[config.mk]
export PLATFORM = sky130hd
export DESIGN_NAME = paddle_ctrl_flat
export DESIGN_NICKNAME = d
export VERILOG_FILES = /design/src/rtl/paddle_ctrl_if.sv /design/src/rtl/paddle_ctrl.sv /design/src/flat_wrapper.sv
export SDC_FILE = /design/constraint.sdc
export NUM_CORES = 1
export LEC_CHECK = 0
export BUFFER_PORTS_ARGS = -buffer_cell sky130_fd_sc_hd__buf_2
export CELL_PAD_IN_SITES_DETAIL_PLACEMENT = 0
export CELL_PAD_IN_SITES_GLOBAL_PLACEMENT = 2
export CORE_MARGIN = 1.5
export CORE_UTILIZATION = 30
export DETAILED_ROUTE_END_ITERATION = 16
export PLACE_DENSITY_LB_ADDON = 0.15
export SYNTH_ARGS = -nofsm -noshare
export SYNTH_HDL_FRONTEND = slang
export SYNTH_SLANG_ARGS = --single-unit
[constraint.sdc]
create_clock -name mclk -period 3.4 [get_ports mclk]
set_clock_uncertainty 0.05 [all_clocks]
set_input_delay 0.17 -clock mclk [delete_from_list [all_inputs] [get_ports mclk]]
set_output_delay 0.17 -clock mclk [all_outputs]
set_load 0.02 [all_outputs]
[src/rtl/paddle_ctrl_if.sv]
// Game-core side signal bundle for paddle_ctrl: frame timing, player controls and paddle positions.
// The controller sits on the slave modport; the game core or bench drives the master modport.
interface paddle_ctrl_if;
   logic       vblank;
   logic       p1_up;
   logic       p1_down;
   logic       p2_up;
   logic       p2_down;
   logic       analog_mode;
   logic [7:0] p1_analog;
   logic [7:0] p2_analog;
   logic [7:0] paddle1_vpos;
   logic [7:0] paddle2_vpos;
   logic       frame_tick;

   modport master (
      output vblank, p1_up, p1_down, p2_up, p2_down, analog_mode, p1_analog, p2_analog,
      input  paddle1_vpos, paddle2_vpos, frame_tick
   );

   modport slave (
      input  vblank, p1_up, p1_down, p2_up, p2_down, analog_mode, p1_analog, p2_analog,
      output paddle1_vpos, paddle2_vpos, frame_tick
   );
endinterface

[src/rtl/paddle_ctrl.sv]
// Two-player paddle position controller, updated once per vblank with accelerating digital moves.
// Define PADDLE_ANALOG_EN to honour analog_mode; otherwise the analog inputs are ignored.
module paddle_ctrl #(
   parameter logic [7:0] PAD_MIN      = 8'd0,
   parameter logic [7:0] PAD_MAX      = 8'd224,
   parameter logic [7:0] PAD_INIT     = 8'd112,
   parameter int         ACCEL_FRAMES = 8
) (
   input logic          mclk,
   input logic          reset,
   paddle_ctrl_if.slave bus
);

   localparam logic [7:0] ACCEL_W = 8'(ACCEL_FRAMES);

   typedef struct packed {
      logic [7:0] pos;
      logic [2:0] step;
      logic [7:0] hold;
      logic       dir;
   } player_t;

   localparam player_t PLAYER_RESET = '{pos: PAD_INIT, step: 3'd1, hold: 8'd0, dir: 1'b0};

   logic       sync1_r;
   logic       sync2_r;
   logic       sync3_r;
   logic [1:0] fill_r;
   logic       armed_r;
   logic       frame_event_s;
   logic       tick_r;
   logic       amode_s;
   player_t    p1_r;
   player_t    p2_r;
   player_t    p1_next_s;
   player_t    p2_next_s;

   function automatic logic [7:0] clamp_pos(input logic signed [8:0] value);
      logic [7:0] result;
      if (value < $signed({1'b0, PAD_MIN})) begin
         result = PAD_MIN;
      end else if (value > $signed({1'b0, PAD_MAX})) begin
         result = PAD_MAX;
      end else begin
         result = value[7:0];
      end
      return result;
   endfunction

   // dir = 1 means moving up; a change of direction restarts acceleration from step 1
   function automatic player_t player_next(input player_t cur, input logic up, input logic down,
                                           input logic amode, input logic [7:0] analog);
      player_t           nxt;
      logic [2:0]        step_use;
      logic [7:0]        hold_use;
      logic signed [8:0] delta;
      nxt      = cur;
      step_use = cur.step;
      hold_use = cur.hold;
      delta    = 9'sd0;
      if (amode) begin
         nxt.pos  = clamp_pos($signed({1'b0, analog}));
         nxt.step = 3'd1;
         nxt.hold = 8'd0;
      end else if (up != down) begin
         if (up != cur.dir) begin
            step_use = 3'd1;
            hold_use = 8'd0;
         end else begin
            step_use = cur.step;
            hold_use = cur.hold;
         end
         delta   = up ? -$signed({6'd0, step_use}) : $signed({6'd0, step_use});
         nxt.pos = clamp_pos($signed({1'b0, cur.pos}) + delta);
         nxt.dir = up;
         if (hold_use + 8'd1 >= ACCEL_W) begin
            nxt.hold = 8'd0;
            nxt.step = (step_use == 3'd4) ? 3'd4 : step_use + 3'd1;
         end else begin
            nxt.hold = hold_use + 8'd1;
            nxt.step = step_use;
         end
      end else begin
         nxt.step = 3'd1;
         nxt.hold = 8'd0;
      end
      return nxt;
   endfunction

`ifdef PADDLE_ANALOG_EN
   assign amode_s = bus.analog_mode;
`else
   logic unused_analog_s;
   assign unused_analog_s = ^{bus.analog_mode, bus.p1_analog, bus.p2_analog};
   assign amode_s         = 1'b0;
`endif

   // vblank synchronizer and edge detector; an edge only counts once vblank was seen low after reset
   always_ff @(posedge mclk) begin
      if (reset) begin
         sync1_r <= 1'b0;
         sync2_r <= 1'b0;
         sync3_r <= 1'b0;
         fill_r  <= 2'b00;
         armed_r <= 1'b0;
      end else begin
         sync1_r <= bus.vblank;
         sync2_r <= sync1_r;
         sync3_r <= sync2_r;
         fill_r  <= {fill_r[0], 1'b1};
         armed_r <= armed_r | (fill_r[1] & ~sync2_r);
      end
   end

   assign frame_event_s = sync2_r & ~sync3_r & armed_r;

   // Next paddle state for both players, evaluated every cycle and committed on a frame event
   always_comb begin
      p1_next_s = p1_r;
      p2_next_s = p2_r;
      p1_next_s = player_next(p1_r, bus.p1_up, bus.p1_down, amode_s, bus.p1_analog);
      p2_next_s = player_next(p2_r, bus.p2_up, bus.p2_down, amode_s, bus.p2_analog);
   end

   // Frame tick and paddle state registers
   always_ff @(posedge mclk) begin
      if (reset) begin
         tick_r <= 1'b0;
         p1_r   <= PLAYER_RESET;
         p2_r   <= PLAYER_RESET;
      end else begin
         tick_r <= frame_event_s;
         if (frame_event_s) begin
            p1_r <= p1_next_s;
            p2_r <= p2_next_s;
         end else begin
            p1_r <= p1_r;
            p2_r <= p2_r;
         end
      end
   end

   assign bus.frame_tick   = tick_r;
   assign bus.paddle1_vpos = p1_r.pos;
   assign bus.paddle2_vpos = p2_r.pos;

endmodule

[src/flat_wrapper.sv]
// flat-port wrapper written by rule: the top's interface ports become plain ports
module paddle_ctrl_flat 
#(
   parameter logic [7:0] PAD_MIN      = 8'd0,
   parameter logic [7:0] PAD_MAX      = 8'd224,
   parameter logic [7:0] PAD_INIT     = 8'd112,
   parameter int         ACCEL_FRAMES = 8
)
  (mclk, reset, bus_vblank, bus_p1_up, bus_p1_down, bus_p2_up, bus_p2_down, bus_analog_mode, bus_p1_analog, bus_p2_analog, bus_paddle1_vpos, bus_paddle2_vpos, bus_frame_tick);
  paddle_ctrl_if bus_i ();
  input logic mclk;
  input logic reset;
  input wire logic [$bits(bus_i.vblank)-1:0] bus_vblank;
  input wire logic [$bits(bus_i.p1_up)-1:0] bus_p1_up;
  input wire logic [$bits(bus_i.p1_down)-1:0] bus_p1_down;
  input wire logic [$bits(bus_i.p2_up)-1:0] bus_p2_up;
  input wire logic [$bits(bus_i.p2_down)-1:0] bus_p2_down;
  input wire logic [$bits(bus_i.analog_mode)-1:0] bus_analog_mode;
  input wire logic [$bits(bus_i.p1_analog)-1:0] bus_p1_analog;
  input wire logic [$bits(bus_i.p2_analog)-1:0] bus_p2_analog;
  output wire logic [$bits(bus_i.paddle1_vpos)-1:0] bus_paddle1_vpos;
  output wire logic [$bits(bus_i.paddle2_vpos)-1:0] bus_paddle2_vpos;
  output wire logic [$bits(bus_i.frame_tick)-1:0] bus_frame_tick;
  assign bus_i.vblank = bus_vblank;
  assign bus_i.p1_up = bus_p1_up;
  assign bus_i.p1_down = bus_p1_down;
  assign bus_i.p2_up = bus_p2_up;
  assign bus_i.p2_down = bus_p2_down;
  assign bus_i.analog_mode = bus_analog_mode;
  assign bus_i.p1_analog = bus_p1_analog;
  assign bus_i.p2_analog = bus_p2_analog;
  assign bus_paddle1_vpos = bus_i.paddle1_vpos;
  assign bus_paddle2_vpos = bus_i.paddle2_vpos;
  assign bus_frame_tick = bus_i.frame_tick;
  paddle_ctrl #(.PAD_MIN(PAD_MIN), .PAD_MAX(PAD_MAX), .PAD_INIT(PAD_INIT), .ACCEL_FRAMES(ACCEL_FRAMES)) u_core (.mclk(mclk), .reset(reset), .bus(bus_i));
endmodule
# ---- Word-level counts from Yosys, hierarchy flattened
# Cells that the tools add are included.
dict set report op_classes {
  n_addsub 8
  magnitude_cmp 6
  eq_ne 6
  muxes 21
  n_bitwise 6
  reduce_logical 2
}
# cell count
set ops {}
lappend ops {{$mux W8} 8}
lappend ops {{$mux W11} 4}
lappend ops {{$add A9 B9 Y9} 2}
lappend ops {{$gt A9 B9 Y1 const B} 2}
lappend ops {{$lt A9 B1 Y1 const B} 2}
lappend ops {{$mux W3} 6}
lappend ops {{$mux W9} 2}
lappend ops {{$neg A3 Y9} 2}
lappend ops {{$add A8 B1 Y8 const B} 2}
lappend ops {{$ge A8 B4 Y1 const B} 2}
lappend ops {{$add A3 B1 Y3 const B} 2}
lappend ops {{$eq A3 B3 Y1 const B} 2}
lappend ops {{$ne A1 B1 Y1} 4}
lappend ops {{$reduce_and A2 Y1} 2}
lappend ops {{$and A1 B1 Y1} 3}
lappend ops {{$not A1 Y1} 2}
lappend ops {{$mux W1} 1}
lappend ops {{$or A1 B1 Y1} 1}
dict set report totals {
  regBits 47
  inputBits 24
  word_cells 64
}

# ---- Logic depth before layout (Yosys ltp)
dict set report depth {
  ltp_word 9
  ltp_mapped 14
  ltp_nobuf 13
}

# ---- Worst setup path before layout
# No wires, ideal clock.
dict set report synth_path {
  path_kind {reg2reg}
  from {reg u_core.p1_r[0] in the netlist's numbering}
  to {reg u_core.p1_r, in the netlist u_core.bus.paddle1_vpos[7]}
  setup_time_ns 0.132
  arrival_time_ns 2.853
  t_required_ns 3.218
  slack_ns 0.365
  stages_incl_launch_ff 13
  synth_period_minus_slack_ns 3.035
  cell_sequence {dfxtp_1 xnor2_1 nand2b_1 ha_1 nand2_1 o31ai_1 fa_1 a21oi_1 o21ai_0 nor4b_1 nor3_1 nand3b_1 a21oi_1}
}
dict set report synth_via {
  elab_chain_cells 9
}
# element line
set synth_lines {}
lappend synth_lines {{start: declaration} paddle_ctrl.sv:33} ;# player_t p1_r;
lappend synth_lines {{start signal: assignment} paddle_ctrl.sv:134} ;# p1_r <= p1_next_s;
lappend synth_lines {{start signal: assignment} paddle_ctrl.sv:137} ;# p1_r <= p1_r;
lappend synth_lines {{$ne A1 B1 Y1 *} paddle_ctrl.sv:66} ;# if (up != cur.dir) begin
lappend synth_lines {{$mux W3 *} paddle_ctrl.sv:66}
lappend synth_lines {{$mux W3 *} paddle_ctrl.sv:65} ;# end else if (up != down) begin
lappend synth_lines {{$neg A3 Y9} paddle_ctrl.sv:73} ;# delta = up ? -$signed({6'd0, step_use}) : $signed({6'd0, step_use});
lappend synth_lines {{$mux W9 *} paddle_ctrl.sv:73}
lappend synth_lines {{$add A9 B9 Y9 *} paddle_ctrl.sv:74} ;# nxt.pos = clamp_pos($signed({1'b0, cur.pos}) + delta);
lappend synth_lines {{$gt A9 B9 Y1} paddle_ctrl.sv:42} ;# end else if (value > $signed({1'b0, PAD_MAX})) begin
lappend synth_lines {{$mux W8} paddle_ctrl.sv:42}
lappend synth_lines {{$mux W8 *} paddle_ctrl.sv:40} ;# if (value < $signed({1'b0, PAD_MIN})) begin
# Every way passes the cells marked *; elsewhere a longest branch is shown, timed or not. The select of a mux whose other input is x is not followed.
# A chain may end at the register's enable or synchronous reset.

# ---- Final worst setup path
dict set report layout_path {
  from {reg u_core.p1_r[0] in the netlist's numbering}
  to {reg u_core.p1_r, in the netlist u_core.bus.paddle1_vpos[1]}
}
# Same word-level chain as after synthesis.

==> results_dict.tcl <==
set metrics [dict create \
    synth_edf_count 0 \
    cts_tree "done" \
    cp-end-kind "register" \
    seqPwrFrac_pct 47.2 \
    htree_num_levels 2 \
    vias 2678 \
    grt_max_degree 32 \
    wl_per_cell_microns 14.4 \
    irDropWorstVdd_mv 0.149 \
    avgSynthCellArea_sq_um 8.27 \
    tightest_slew_ns 0.698 \
    path_class "register to register" \
    yosysMostFrequentCell "dfxtp_1" \
    p_leak_nw 1.48 \
    ys_warn_count 0 \
    areaGrowthSynthToFinish_pct 10.8 \
    cp.required_ns 3.51 \
    hold_viol 0 \
    viasPerCell 5.09 \
    finalSetupViolCount 0 \
    grt_first_pass_wirelength_microns 12700 \
    cap_violations 0 \
    portBuffers 23 \
    wl_microns 7560 \
    numCtsBuffers 5 \
    min_path_type "primary input to register" \
    cts_resized 0 \
    die_h_microns 105 \
    slew_headroom_pct 53.5 \
    seq_area_frac_synth_pct 30.1 \
    ys_types 56 \
    die_w_microns 105 \
    fin_crit_sh_pct 90.3 \
    rows 37 \
    critical_path_buf_inv_count 1 \
    critPathTopFamily "adder cells" \
    drt-initial-drc-count 73 \
    slew_viol_final 0 \
    postRouteAntennaNets 0 \
    fin_setup_tns_ns 0 \
    ys_top_cells_by_count "dfxtp_1 (47), nand2_1 (35), a21oi_1 (29)" \
    synthArstFlopShare_pct 0 \
    antenna_found_initial 0 \
    switching_share_pct 24.0 \
    synth_seq_cells 47 \
    track_usage_pct 14.1 \
    max_stage_delay_ns 0.47 \
    cts_root_buf "clkbuf_8" \
    clkTransAtPathRegs_ns 0.09 \
    p_int_mw 0.900 \
    synth_nets 429 \
    synth_cells 378 \
    p_total_mw 1.18 \
    p_sw_mw 0.285 \
    grt_pass1_vias 2549 \
    powerDensity_nw_per_um2 342 \
    netlist_area_sq_um 3130 \
    combPwrFrac_pct 11.3 \
    dominantRegCellSynth "dfxtp_1" \
    timing.fmax_mhz 326 \
    yosysTopAreaCellShare_pct 30.1 \
    p_clk_share_pct 41.5 \
    place.gp.congestion 0.758 \
    critPathSlowestCell "fa_1" \
    hold_buffers 0 \
    drc 0 \
    final.min_clock_period_ns 3.07 \
    clock_path_buffers 2 \
    worstPathMaxFanout 5 \
    cp_data_arrival_time_ns 3.18 \
    clk_latency_ns 0.30 \
    dp_hpwl_microns 5440 \
    status "completed" \
    yosysTopAreaCell "dfxtp_1" \
    clock-sinks 47 \
    rsz0062_at_grt "no" \
    core_sq_um 10200 \
    initial_core_util_pct 30.6 \
    cts_setup_buffers 0 \
    overflow 0 \
    critPathLaunchType "register" \
    post_route_cells_drive_above_1_share_pct 14.1 \
    ios 41 \
    crit_chain "buf_4, xor2_1, nor2_1, ha_1, nand2_1, o31ai_1, fa_1, a31o_2, xnor2_1, a311oi_1, and4_1, o41ai_1" \
    die-area_sq_um 11000 \
    first_pass_iters 4 \
    n_antenna_cell 0 \
    synth_area_leaders "dfxtp_1 (30%), ha_1 (10%), a21oi_1 (4.6%)" \
    final_nets 440 \
]
layout by cell type, fill, tap and decap left out, types with 7 or more instances in the layout:
master / n
buf_4: 10
ha_1: 25
and3_1: 13
nand3_1: 17
nor2_1: 21
buf_2: 23
dfxtp_1: 47
xnor2_1: 7
nand2b_1: 7
xor2_1: 12
a21oi_1: 28
o21ai_0: 15
nand2_1: 35
inv_1: 10
and2_1: 7
nor3_1: 11
final timing paths:
kind                                end  slack (ns)  depth (start not counted)             start
max          u_core.bus.paddle1_vpos[1]        0.33                         12    u_core.p1_r[0]
min                      u_core.sync1_r        0.04                          2        bus_vblank
max reg2reg  u_core.bus.paddle1_vpos[1]        0.33                         12    u_core.p1_r[0]
min reg2reg            u_core.fill_r[1]        0.40                          1  u_core.fill_r[0]
flip-flops by register name, indices dropped and copies added (netlist names):
| name | count |
|---|---|
| u_core.bus.paddle1_vpos | 8 |
| u_core.sync1_r | 1 |
| u_core.sync2_r | 1 |
| u_core.bus.frame_tick | 1 |
| u_core.bus.paddle2_vpos | 8 |
| u_core.fill_r | 2 |
| u_core.p1_r | 12 |
| u_core.armed_r | 1 |
| u_core.p2_r | 12 |
| u_core.sync3_r | 1 |
cells by family (layout without fill, tap and decap cells):
kind of cell,count (synthesis),count (layout),share of synthesized area (%)
AO/OA/AOI/OAI,100,100,21.8
AND/OR/NAND/NOR,144,144,24.1
buffers and inverters,39,51,6.80
XOR/XNOR,21,21,5.88
adder cells (fa/ha/maj),27,27,11.3
flip-flops,47,47,30.1
worst register-to-register path: cells and delay by family (launching register included):
kind            cells  cell delay [ns]
simple gates        3             0.51
compound gates      4             0.71
flops               1             0.39
fa+ha+maj           2             0.78
buf+inv             1             0.16
xor+xnor            2             0.32
power groups by stage:
| stage | registers (mW) | clock network [mW] | logic [mW] |
|---|---|---|---|
| 6_report | 0.559 | 0.492 | 0.134 |
| 5_1_grt | 0.560 | 0.538 | 0.149 |
| 4_1_cts | 0.559 | 0.515 | 0.131 |
| 3_5_place_dp | 0.572 | 0 | 0.131 |
| 3_3_place_gp | 0.572 | 0 | 0.132 |
| 2_1_floorplan | 0.572 | 0 | 0.0947 |
routing by layer:
layer / GRT usage (%) / vias up / routed length, microns
met1: 19.4 / 1247 / 3900
met5: 0 / - / 0
li1: - / 1393 / -
met3: 2.25 / 4 / 159
met2: 22.7 / 34 / 3430
met4: 4.01 / 0 / 69
cell type report:
cell class	count	area [sq um]
clock buffers	6	72.6
clock inverters	2	60.1
fillers	1107	6770
inverters	10	37.5
multi-input cells	292	1990
flip-flops and latches	47	941
well taps	136	170
repair buffers	33	190
stage by stage:
step	util (%)	cells	hold WS (ns)	setup slack [ns]	area [sq um]
2_1_floorplan	-	378	0.248	0.365	3130
3_3_place_gp	32.4	518	0.348	0.205	3310
3_5_place_dp	32.4	518	0.344	0.201	3310
4_1_cts	33.7	526	0.0221	0.155	3440
5_1_grt	33.9	526	0.0378	0.0174	3470
6_report	33.9	526	0.0383	0.330	3470
No activity file was read; power rests on OpenSTA's default activity.
